[config.mk]
export PLATFORM = sky130hd
export DESIGN_NAME = multimode_timer
export DESIGN_NICKNAME = d
export VERILOG_FILES = /design/src/rtl/timer_pkg.sv /design/src/rtl/rate_tick.sv /design/src/rtl/multimode_timer.sv
export SDC_FILE = /design/constraint.sdc
export NUM_CORES = 1
export LEC_CHECK = 0
export CAP_MARGIN = 20
export CORE_MARGIN = 5
export CORE_UTILIZATION = 50
export DETAILED_ROUTE_END_ITERATION = 7
export PLACE_DENSITY = 0.79
export SLEW_MARGIN = 10
export SYNTH_ARGS = -nofsm -noshare
export SYNTH_HDL_FRONTEND = slang
export SYNTH_SLANG_ARGS = --single-unit
export TNS_END_PERCENT = 20
[constraint.sdc]
create_clock -name mclk -period 5.2 [get_ports mclk]
set_input_delay 1.04 -clock mclk [delete_from_list [all_inputs] [get_ports mclk]]
set_output_delay 1.04 -clock mclk [all_outputs]
set_load 0.02 [all_outputs]
[src/rtl/timer_pkg.sv]
// Shared constants for the multimode timer: segment codes, digit positions,
// run-state encoding and small BCD helpers.
package timer_pkg;

    localparam logic [6:0] SEG_0     = 7'b1111110;
    localparam logic [6:0] SEG_1     = 7'b0110000;
    localparam logic [6:0] SEG_2     = 7'b1101101;
    localparam logic [6:0] SEG_3     = 7'b1111001;
    localparam logic [6:0] SEG_4     = 7'b0110011;
    localparam logic [6:0] SEG_5     = 7'b1011011;
    localparam logic [6:0] SEG_6     = 7'b1011111;
    localparam logic [6:0] SEG_7     = 7'b1110000;
    localparam logic [6:0] SEG_8     = 7'b1111111;
    localparam logic [6:0] SEG_9     = 7'b1111011;
    localparam logic [6:0] SEG_BLANK = 7'b0000000;
    localparam logic [6:0] SEG_ERR   = 7'b0011111;

    localparam int DIG_H1     = 0;
    localparam int DIG_H0     = 1;
    localparam int DIG_M1     = 2;
    localparam int DIG_M0     = 3;
    localparam int DIG_S1     = 4;
    localparam int DIG_S0     = 5;
    localparam int NUM_DIGITS = 6;

    typedef enum logic [1:0] {RUN, HOLD, EXPIRED} run_state_t;

    function automatic logic [6:0] seg_encode(input logic [3:0] d);
        case (d)
            4'd0:    return SEG_0;
            4'd1:    return SEG_1;
            4'd2:    return SEG_2;
            4'd3:    return SEG_3;
            4'd4:    return SEG_4;
            4'd5:    return SEG_5;
            4'd6:    return SEG_6;
            4'd7:    return SEG_7;
            4'd8:    return SEG_8;
            4'd9:    return SEG_9;
            default: return SEG_ERR;
        endcase
    endfunction

    function automatic logic [6:0] bcd2_value(input logic [3:0] tens, input logic [3:0] ones);
        return {3'b000, tens} * 7'd10 + {3'b000, ones};
    endfunction

endpackage

[src/rtl/rate_tick.sv]
// Clock-enable prescaler: one-cycle tick every DIV enabled cycles.
// A clear restarts the period from zero and suppresses any tick that cycle.
module rate_tick #(
    parameter int DIV = 2
) (
    input  logic clk,
    input  logic rst,
    input  logic clr,
    input  logic en,
    output logic tick
);
    localparam int W = (DIV > 1) ? $clog2(DIV) : 1;
    localparam logic [W-1:0] LAST = W'(DIV - 1);

    logic [W-1:0] cnt_reg;

    assign tick = en && !clr && (cnt_reg == LAST);

    always_ff @(posedge clk or posedge rst) begin
        if (rst) begin
            cnt_reg <= '0;
        end else if (clr) begin
            cnt_reg <= '0;
        end else if (en) begin
            cnt_reg <= tick ? '0 : cnt_reg + W'(1);
        end
    end
endmodule

[src/rtl/multimode_timer.sv]
// HH:MM:SS up/down timer with preset load, expiry flag and a 6-digit
// multiplexed 7-segment driver, all timed by enables off mclk.
module multimode_timer
    import timer_pkg::*;
#(
    parameter int CLK_HZ  = 10_000_000,
    parameter int SEC_HZ  = 1,
    parameter int FAST_HZ = 1000,
    parameter int SCAN_HZ = 1000,
    parameter int HOURS   = 12
) (
    input  logic        mclk,
    input  logic        rst,
    input  logic        enable,
    input  logic        speed,
    input  logic        dir,
    input  logic        load,
    input  logic [23:0] preset,
    output logic        done,
    output logic        wrap,
    output logic [2:0]  de,
    output logic [6:0]  seg
);
    localparam logic [6:0] HOUR_MAX = 7'(HOURS - 1);

    logic       speed_reg;
    logic       count_clr, slow_tick, fast_tick, count_tick, scan_tick, blink_tick;
    logic       blink_reg;
    logic       wrap_reg, wrap_next;
    logic [2:0] de_reg;
    logic [6:0] seg_reg;
    logic [3:0] digit_reg [NUM_DIGITS];
    logic [3:0] digit_next [NUM_DIGITS];
    logic [3:0] preset_digit [NUM_DIGITS];
    logic [23:0] count_flat;
    logic       count_zero, hour_ok, min_ok, sec_ok;
    logic [6:0] hour_val;
    run_state_t state_reg, state_next;

    // Holding the prescaler in clear while disabled makes every resume a full period.
    assign count_clr  = load || !enable || (speed != speed_reg);
    assign count_tick = speed ? fast_tick : slow_tick;

    rate_tick #(.DIV(CLK_HZ / SEC_HZ)) u_slow (
        .clk(mclk), .rst(rst), .clr(count_clr), .en(enable && !speed), .tick(slow_tick));
    rate_tick #(.DIV(CLK_HZ / FAST_HZ)) u_fast (
        .clk(mclk), .rst(rst), .clr(count_clr), .en(enable && speed), .tick(fast_tick));
    rate_tick #(.DIV(CLK_HZ / SCAN_HZ)) u_scan (
        .clk(mclk), .rst(rst), .clr(1'b0), .en(1'b1), .tick(scan_tick));
    rate_tick #(.DIV(CLK_HZ / (2 * SEC_HZ))) u_blink (
        .clk(mclk), .rst(rst), .clr(1'b0), .en(1'b1), .tick(blink_tick));

    generate
        for (genvar gi = 0; gi < NUM_DIGITS; gi++) begin : g_digit
            assign preset_digit[gi]           = preset[23-4*gi -: 4];
            assign count_flat[23-4*gi -: 4]   = digit_reg[gi];
        end
    endgenerate

    assign count_zero = (count_flat == 24'h0);
    assign hour_val   = bcd2_value(digit_reg[DIG_H1], digit_reg[DIG_H0]);
    assign hour_ok    = (preset_digit[DIG_H1] <= 4'd9) && (preset_digit[DIG_H0] <= 4'd9) &&
                        (bcd2_value(preset_digit[DIG_H1], preset_digit[DIG_H0]) <= HOUR_MAX);
    assign min_ok     = (preset_digit[DIG_M1] <= 4'd5) && (preset_digit[DIG_M0] <= 4'd9);
    assign sec_ok     = (preset_digit[DIG_S1] <= 4'd5) && (preset_digit[DIG_S0] <= 4'd9);

    always_comb begin
        digit_next = digit_reg;
        wrap_next  = 1'b0;
        if (load) begin
            digit_next[DIG_H1] = hour_ok ? preset_digit[DIG_H1] : 4'd0;
            digit_next[DIG_H0] = hour_ok ? preset_digit[DIG_H0] : 4'd0;
            digit_next[DIG_M1] = min_ok  ? preset_digit[DIG_M1] : 4'd0;
            digit_next[DIG_M0] = min_ok  ? preset_digit[DIG_M0] : 4'd0;
            digit_next[DIG_S1] = sec_ok  ? preset_digit[DIG_S1] : 4'd0;
            digit_next[DIG_S0] = sec_ok  ? preset_digit[DIG_S0] : 4'd0;
        end else if (count_tick && !dir) begin
            if (digit_reg[DIG_S0] != 4'd9) digit_next[DIG_S0] = digit_reg[DIG_S0] + 4'd1;
            else begin
                digit_next[DIG_S0] = 4'd0;
                if (digit_reg[DIG_S1] != 4'd5) digit_next[DIG_S1] = digit_reg[DIG_S1] + 4'd1;
                else begin
                    digit_next[DIG_S1] = 4'd0;
                    if (digit_reg[DIG_M0] != 4'd9) digit_next[DIG_M0] = digit_reg[DIG_M0] + 4'd1;
                    else begin
                        digit_next[DIG_M0] = 4'd0;
                        if (digit_reg[DIG_M1] != 4'd5) digit_next[DIG_M1] = digit_reg[DIG_M1] + 4'd1;
                        else begin
                            digit_next[DIG_M1] = 4'd0;
                            if (hour_val == HOUR_MAX) begin
                                digit_next[DIG_H1] = 4'd0;
                                digit_next[DIG_H0] = 4'd0;
                                wrap_next          = 1'b1;
                            end else if (digit_reg[DIG_H0] == 4'd9) begin
                                digit_next[DIG_H0] = 4'd0;
                                digit_next[DIG_H1] = digit_reg[DIG_H1] + 4'd1;
                            end else begin
                                digit_next[DIG_H0] = digit_reg[DIG_H0] + 4'd1;
                            end
                        end
                    end
                end
            end
        end else if (count_tick && dir && !count_zero) begin
            // Nonzero count guarantees the borrow chain never underflows the hours.
            if (digit_reg[DIG_S0] != 4'd0) digit_next[DIG_S0] = digit_reg[DIG_S0] - 4'd1;
            else begin
                digit_next[DIG_S0] = 4'd9;
                if (digit_reg[DIG_S1] != 4'd0) digit_next[DIG_S1] = digit_reg[DIG_S1] - 4'd1;
                else begin
                    digit_next[DIG_S1] = 4'd5;
                    if (digit_reg[DIG_M0] != 4'd0) digit_next[DIG_M0] = digit_reg[DIG_M0] - 4'd1;
                    else begin
                        digit_next[DIG_M0] = 4'd9;
                        if (digit_reg[DIG_M1] != 4'd0) digit_next[DIG_M1] = digit_reg[DIG_M1] - 4'd1;
                        else begin
                            digit_next[DIG_M1] = 4'd5;
                            if (digit_reg[DIG_H0] != 4'd0) digit_next[DIG_H0] = digit_reg[DIG_H0] - 4'd1;
                            else begin
                                digit_next[DIG_H0] = 4'd9;
                                digit_next[DIG_H1] = digit_reg[DIG_H1] - 4'd1;
                            end
                        end
                    end
                end
            end
        end
    end

    always_comb begin
        state_next = HOLD;
        if (dir && count_zero) state_next = EXPIRED;
        else if (enable)       state_next = RUN;
    end

    always_ff @(posedge mclk or posedge rst) begin
        if (rst) state_reg <= HOLD;
        else     state_reg <= state_next;
    end

    assign done = (state_reg == EXPIRED);

    always_ff @(posedge mclk or posedge rst) begin
        if (rst) begin
            speed_reg <= 1'b0;
            wrap_reg  <= 1'b0;
            blink_reg <= 1'b0;
            de_reg    <= 3'd0;
            seg_reg   <= SEG_0;
            for (int i = 0; i < NUM_DIGITS; i++) digit_reg[i] <= 4'd0;
        end else begin
            speed_reg <= speed;
            wrap_reg  <= wrap_next;
            digit_reg <= digit_next;
            if (blink_tick) blink_reg <= ~blink_reg;
            if (scan_tick)  de_reg <= (de_reg == 3'(DIG_S0)) ? 3'd0 : de_reg + 3'd1;
            seg_reg <= (done && blink_reg) ? SEG_BLANK : seg_encode(digit_reg[de_reg]);
        end
    end

    assign wrap = wrap_reg;
    assign de   = de_reg;
    assign seg  = seg_reg;
endmodule

==> Yosys cells after proc, flatten, opt, wreduce, memory -nomap -nowiden <==
Memory sizes are Yosys's and may differ from the RTL's.
Cells that the tools add are included.
{ "totals": {"ff_bits": 114, "rom_bits": 112, "in_bits": 30, "output_inout_bits": 12, "word_cells": 160, "mem_count": 1} }
{ "classes": {"n_addsub": 19, "mul": 2, "magnitude_cmp": 8, "n_eq_ne": 23, "muxes": 53, "bitwise": 2, "reduce_logical": 36} }
{ "memory_table": {"columns": ["memory", "words", "word_bits", "read_ports", "rd_ports_with_merged_regs", "write_ports", "line", "source"], "rows": [
  ["(no name shown)", 16, 7, 1, 0, 0, "timer_pkg.sv:29", "case (d)"]
]} }
{ "op_table": {"columns": ["op", "n"], "rows": [
  ["2-to-1 mux 24 bit", 6],
  ["2-to-1 mux 4 bit", 20],
  ["2-to-1 mux 14 bit", 4],
  ["2-to-1 mux 20 bit", 2],
  ["2-to-1 mux 16 bit", 2],
  ["adder 14 x 1 -> 14 bit, second input constant", 2],
  ["equality test 14 bit, second input constant", 2],
  ["!= test 3 bit, second input constant", 9],
  ["adder 24 x 1 -> 24 bit, second input constant", 1],
  ["adder 4 x 1 -> 4 bit, second input constant", 6],
  ["equality test 24 bit, second input constant", 1],
  ["zero test 24 bit", 1],
  ["2-to-1 mux 12 bit", 2],
  ["2-to-1 mux 8 bit", 3],
  ["subtractor 4 x 1 -> 4 bit, second input constant", 6],
  ["adder 23 x 1 -> 23 bit, second input constant", 1],
  ["equality test 23 bit, second input constant", 1],
  ["2-to-1 mux 23 bit", 1],
  ["nonzero test 4 bit", 5],
  ["less-or-equal comparator 4 bit, second input constant", 4],
  ["logical AND 1 bit", 15],
  ["adder 7 x 4 -> 7 bit", 2],
  ["binary-select mux 4 bit (select 3 bit)", 1],
  ["multiplier 4 x 3 -> 6 bit, second input constant", 2],
  ["other kinds (27)", 44]
]} }

==> Depth between registers and ports, before layout <==
{ "logic_depth": {"ltp_word": 12, "mapped_depth": 11, "ltp_nobuf": 11} }

==> Cells and area by module <==
Synthesis repeated with hierarchy kept, for this count alone.
{ "unflattened": {"cells_unflattened": 947, "hier_area_um2": 8374.3} }
{ "modules_own_cells": {"columns": ["module", "instances", "cells_per_inst", "area_each_um2", "seq_area_each_um2"], "rows": [
  ["multimode_timer", 1, 428, 3657.3, 984.7],
  ["rate_tick (u_fast ...)", 2, 92, 905.9, 350.3],
  ["rate_tick (u_blink)", 1, 172, 1482.7, 575.6],
  ["rate_tick (u_slow)", 1, 163, 1422.6, 600.6]
]} }

==> Least setup slack after synthesis <==
Ideal clock, no wire load.
{ "synth_timing": {"kind": "input to register", "startpoint": "input port preset[21]", "endpoint": "register digit_reg, in the netlist count_flat[23]", "setup_time_ps": 84, "t_arrival_ps": 3638, "required_time_ps": 5116, "slack_ps": 1478, "stages": 10, "path_buffers": 0, "cell_sequence": "ha_1 ha_1 inv_1 fa_1 or4b_2 a211o_1 a221oi_1 a21boi_2 a221oi_1 a41oi_2"} }
{ "synth_between": {"elab_chain_cells": 6, "elab_cells_between_ends": 8, "cone_classes": "1 x add/sub; 1 x mul; 2 x order compare; 2 x mux; 2 x reduce/logical"} }
{ "synth_lines": {"columns": ["element", "line", "source"], "rows": [
  ["start: declaration", "multimode_timer.sv:18", "input logic [23:0] preset,"],
  ["multiplier 4 x 3 -> 6 bit", "timer_pkg.sv:45", "return {3'b000, tens} * 7'd10 + {3'b000, ones};"],
  ["adder 7 x 4 -> 7 bit", "timer_pkg.sv:45", null],
  ["less-or-equal comparator 7 x 4 -> 1 bit", "multimode_timer.sv:63", "(bcd2_value(preset_digit[DIG_H1], preset_digit[DIG_H0]) <= HOUR_MAX);"],
  ["logical AND 1 bit (*)", "multimode_timer.sv:62", "assign hour_ok = (preset_digit[DIG_H1] <= 4'd9) && (preset_digit[DIG_H0] <= 4'd9) &&"],
  ["2-to-1 mux 4 bit (*)", "multimode_timer.sv:71", "digit_next[DIG_H1] = hour_ok ? preset_digit[DIG_H1] : 4'd0;"],
  ["2-to-1 mux 24 bit (*)", "multimode_timer.sv:70", "if (load) begin"],
  ["end signal: assignment", "multimode_timer.sv:154", "digit_reg <= digit_next;"],
  ["end: declaration", "multimode_timer.sv:32", "logic [3:0] digit_reg [NUM_DIGITS];"]
]} }
Every way passes the cells marked *; elsewhere a longest branch is shown, timed or not.
A chain may end at the register's enable or synchronous reset.

==> Worst setup path in the final report <==
{ "layout_timing": {"startpoint": "input port preset[21]", "endpoint": "register digit_reg, in the netlist count_flat[18]"} }
{ "layout_between": {"elab_chain_cells": 6, "elab_cells_between_ends": 8, "cone_classes": "1 x add/sub; 1 x mul; 2 x order compare; 2 x mux; 2 x reduce/logical"} }
{ "layout_lines": {"columns": ["element", "line", "source"], "rows": [
  ["multiplier 4 x 3 -> 6 bit", "timer_pkg.sv:45", null],
  ["adder 7 x 4 -> 7 bit", "timer_pkg.sv:45", null],
  ["less-or-equal comparator 7 x 4 -> 1 bit", "multimode_timer.sv:63", null],
  ["logical AND 1 bit (*)", "multimode_timer.sv:62", null],
  ["2-to-1 mux 4 bit (*)", "multimode_timer.sv:72", "digit_next[DIG_H0] = hour_ok ? preset_digit[DIG_H0] : 4'd0;"],
  ["2-to-1 mux 24 bit (*)", "multimode_timer.sv:70", null]
]} }
Marks and branches as above.

==> results by group <==
Status
  – Outcome: finished, final reports clean

Timing
  – Slew of the pin with the lowest slew margin: 0.9857 ns
  – Fin crit period: 4.238 ns
  – Final cycle utilization of the critical path: 81.51%
  – RSZ-0062 raised after global routing: false
  – Final Hold Fails: 0
  – Max Fclk: 235.9 MHz
  – Max-slew violation count: 0
  – Final Setup Violations: 0
  – Normalized max-slew margin: 32.59%
  – Clock skew: 0.01575 ns
  – TNS Setup: 0 ns

Power
  – Clock power frac: 43.0%
  – PwrDens: 358.5 nW/um^2
  – Worst vdd ir: 0.2639 mV
  – Sw frac: 28.87%
  – Pleak: 0.003581 uW
  – Internal power: 2178 uW
  – NetSw: 884.0 uW
  – Seq pwr share: 35.1%
  – Combinational share of power: 21.9%

Clock network
  – TritonCTS Sinks: 114
  – Root buffer cell: clkbuf_16
  – Post_cts resized: 0
  – Setup Buffers After CTS: 0
  – H-Tree Depth: 4
  – CTS Buffer Depth: 2
  – CTS hold repair buffers: 0
  – Total CTS buffers: 17
  – Clk_lat worst skew: 0.42 ns
  – CTS tree: done
  – Clock-pin slew on the worst setup and hold paths: 0.05 ns

Worst setup path
  – Worst reg2reg startpoint: u_slow.cnt_reg[0]
  – CP startpoint kind: primary input
  – WP data arrival: 4.55 ns
  – R2R setup slack: 1.71 ns
  – RR Endpoint: count_flat[3]
  – R2r worst-path depth: 8
  – CP max FO: 8
  – Setup CP Type: in -> reg
  – Worst path required time: 5.51 ns
  – Worst setup EP type: register

Synthesis
  – Synth top area cells: dfrtp_1, o21ai_0, nand2_1
  – Yosys cell types: 84
  – Post-Syn Nets: 896
  – Post-Syn Instances: 836
  – Number of synthesized register bits: 114
  – Sequential fraction of the synthesis area: 38.88%
  – Share of the synthesized area in the top cell type: 36.38%
  – Post-Syn Area: 7360 um^2
  – FFs w/ async S/R, synth: 100.0%
  – Syn avg cell area: 8.803 um^2
  – Area leader, netlist: dfrtp_1
  – Main flop type after synthesis: dfrtp_1
  – Post-synth EDFFs: 0
  – Synth warn: 0

Hold path
  – WHS Path Cells: 1
  – Class of the worst hold path: reg -> reg
  – Min-Delay Startpoint: blink_reg
  – Hold EP: seg[1]

GRT
  – Vias in the first global route: 5,852
  – Grt ovf: 0
  – All-layer global routing usage: 19.66%
  – First-pass GRT wire length: 28,550 um
  – Antenna violations before repair: 0
  – Pin count of the biggest net entering global routing: 55

Cells and area
  – Antenna cell count: 0
  – Fill cells: 1,227
  – Layout cells sized above 1: 9.443%
  – Area growth, synth to finish: 16.05%
  – Post-route insts no fill: 1,063
  – Nets: 926

Detailed routing
  – First-pass DRT Iterations: 5
  – Via count: 6,401
  – DR WL/cell: 15.79 um
  – # DRC: 0
  – Initial DRC Count: 669
  – Post-DRT Antenna Nets: 0
  – Routed WL: 16,790 um
  – Vias per inst: 6.022

Floorplan
  – Initial core utilization: 50.83%
  – Die area: 17,240 um^2
  – Die Y: 131.3 um
  – IO Count: 42
  – Row cnt: 44
  – Core Footprint: 14,480 um^2
  – Die Width: 131.3 um

Flow run
  – Max cap viols: 0

Placed design
  – Gpl congestion: 0.8670
  – Port buffer count: 41
  – Final HPWL DP: 11,610 um
  – Dpl cells: 1,031
==> cells in the mapped netlist, types with 4 or more instances <==
cell type,instances
dfrtp_1,107
nand2_1,92
o21ai_0,86
nor2_1,70
nand3_1,43
a21oi_1,37
inv_1,36
ha_1,26
clkbuf_1,23
xnor2_1,21
and3_1,20
xor2_1,18
nor3_1,17
a31oi_1,15
nand4_1,15
nand2b_1,14
nor2b_1,14
o31ai_1,13
mux2i_1,10
a221oi_1,9
and2_1,8
dfstp_2,7
nor4_1,7
or3_1,6
a21o_1,5
and4_1,5
buf_4,5
nor4b_1,5
or4_1,5
buf_6,4
fa_1,4
mux4_2,4
==> worst max-delay path, stage by stage <==
cell and delay, ns:
clkdlybuf4s50_1 0.53, ha_1 0.34, ha_1 0.13, inv_1 0.04, fa_1 0.40, or4b_2 0.63
a211o_1 0.31, a221oi_1 0.28, a21boi_2 0.39, and2_1 0.18, o21ai_0 0.12, o311ai_1 0.15
==> worst max path at each step <==
stage,slack (ns),startpoint,cells past startpoint,endpoint
after floorplan,1.16,rst,1,blink_reg
after global placement,0.71,preset[21],11,count_flat[23]
after detailed placement,0.53,preset[21],12,count_flat[18]
after CTS,0.97,preset[21],12,count_flat[18]
after global routing,0.84,preset[21],12,count_flat[18]
final,0.96,preset[21],12,count_flat[18]
==> stage by stage <==
stage | area [um^2] | hold slack, ns | util [%] | total power (uW) | setup slack, ns
final | 8541 | 0.4647 | 58.99 | 3062 | 0.9616
after global placement | 7880 | 0.4524 | 54.42 | 1730 | 0.7096
after global routing | 8541 | 0.4971 | 58.99 | 3214 | 0.8372
after floorplan | 7360 | 0.4202 | - | 1550 | 1.156
after CTS | 8541 | 0.4697 | 58.99 | 3069 | 0.9690
after detailed placement | 7880 | 0.4529 | 54.42 | 1747 | 0.5324
==> metal layers <==
metal | global-route usage (%) | vias up | part of all wire, %
met5 | 0 | - | 0
met4 | 8.000 | 0 | 2.0
met3 | 4.090 | 27 | 5.1
met2 | 30.45 | 192 | 47
met1 | 27.02 | 3092 | 46
li1 | - | 3090 | -
==> final cells by class <==
class                           instances  area (um^2)  share of cell area, %
Clock buffer                           22        454.2                  5.318
Clock inverter                         10        206.4                  2.417
Inverter                               36        137.6                  1.611
Multi-Input combinational cell        646         4165                  48.77
Sequential cell                       114         2861                  33.50
Tap cell                              184        230.2                  2.696
Timing Repair Buffer                   51        485.5                  5.684
==> power by group through the flow <==
stage | registers (uW) | logic (uW) | clock network [uW]
6_report | 1070 | 672 | 1320
5_1_grt | 1090 | 753 | 1380
4_1_cts | 1070 | 672 | 1330
3_5_place_dp | 1090 | 661 | 0
3_3_place_gp | 1080 | 645 | 0
2_1_floorplan | 1050 | 496 | 0
==> cell families after synthesis <==
| kind of cell | Yosys count | share of synthesized area (%) |
|---|---|---|
| multiplexers | 17 | 3.043 |
| buffers and inverters | 76 | 4.726 |
| AO/OA/AOI/OAI | 219 | 19.43 |
| adder cells (fa/ha/maj) | 30 | 5.508 |
| flip-flops | 114 | 38.88 |
| XOR/XNOR | 39 | 4.641 |
| AND/OR/NAND/NOR | 341 | 23.77 |
==> placed cells by master, fill, tap and decap left out, drive strengths merged, types with 10 or more instances in the layout <==
cell and instances:
dfrtp 107, nand2 92, o21ai 88, nor2 71
nand3 43, clkdlybuf4s50 41, a21oi 41, inv 36
ha 26, clkbuf 22, xnor2 21, and3 20
xor2 18, nor3 18, nand4 15, a31oi 15
nor2b 14, nand2b 14, o31ai 13, mux2i 10
buf 10
Power figures use the tool's default switching activity.
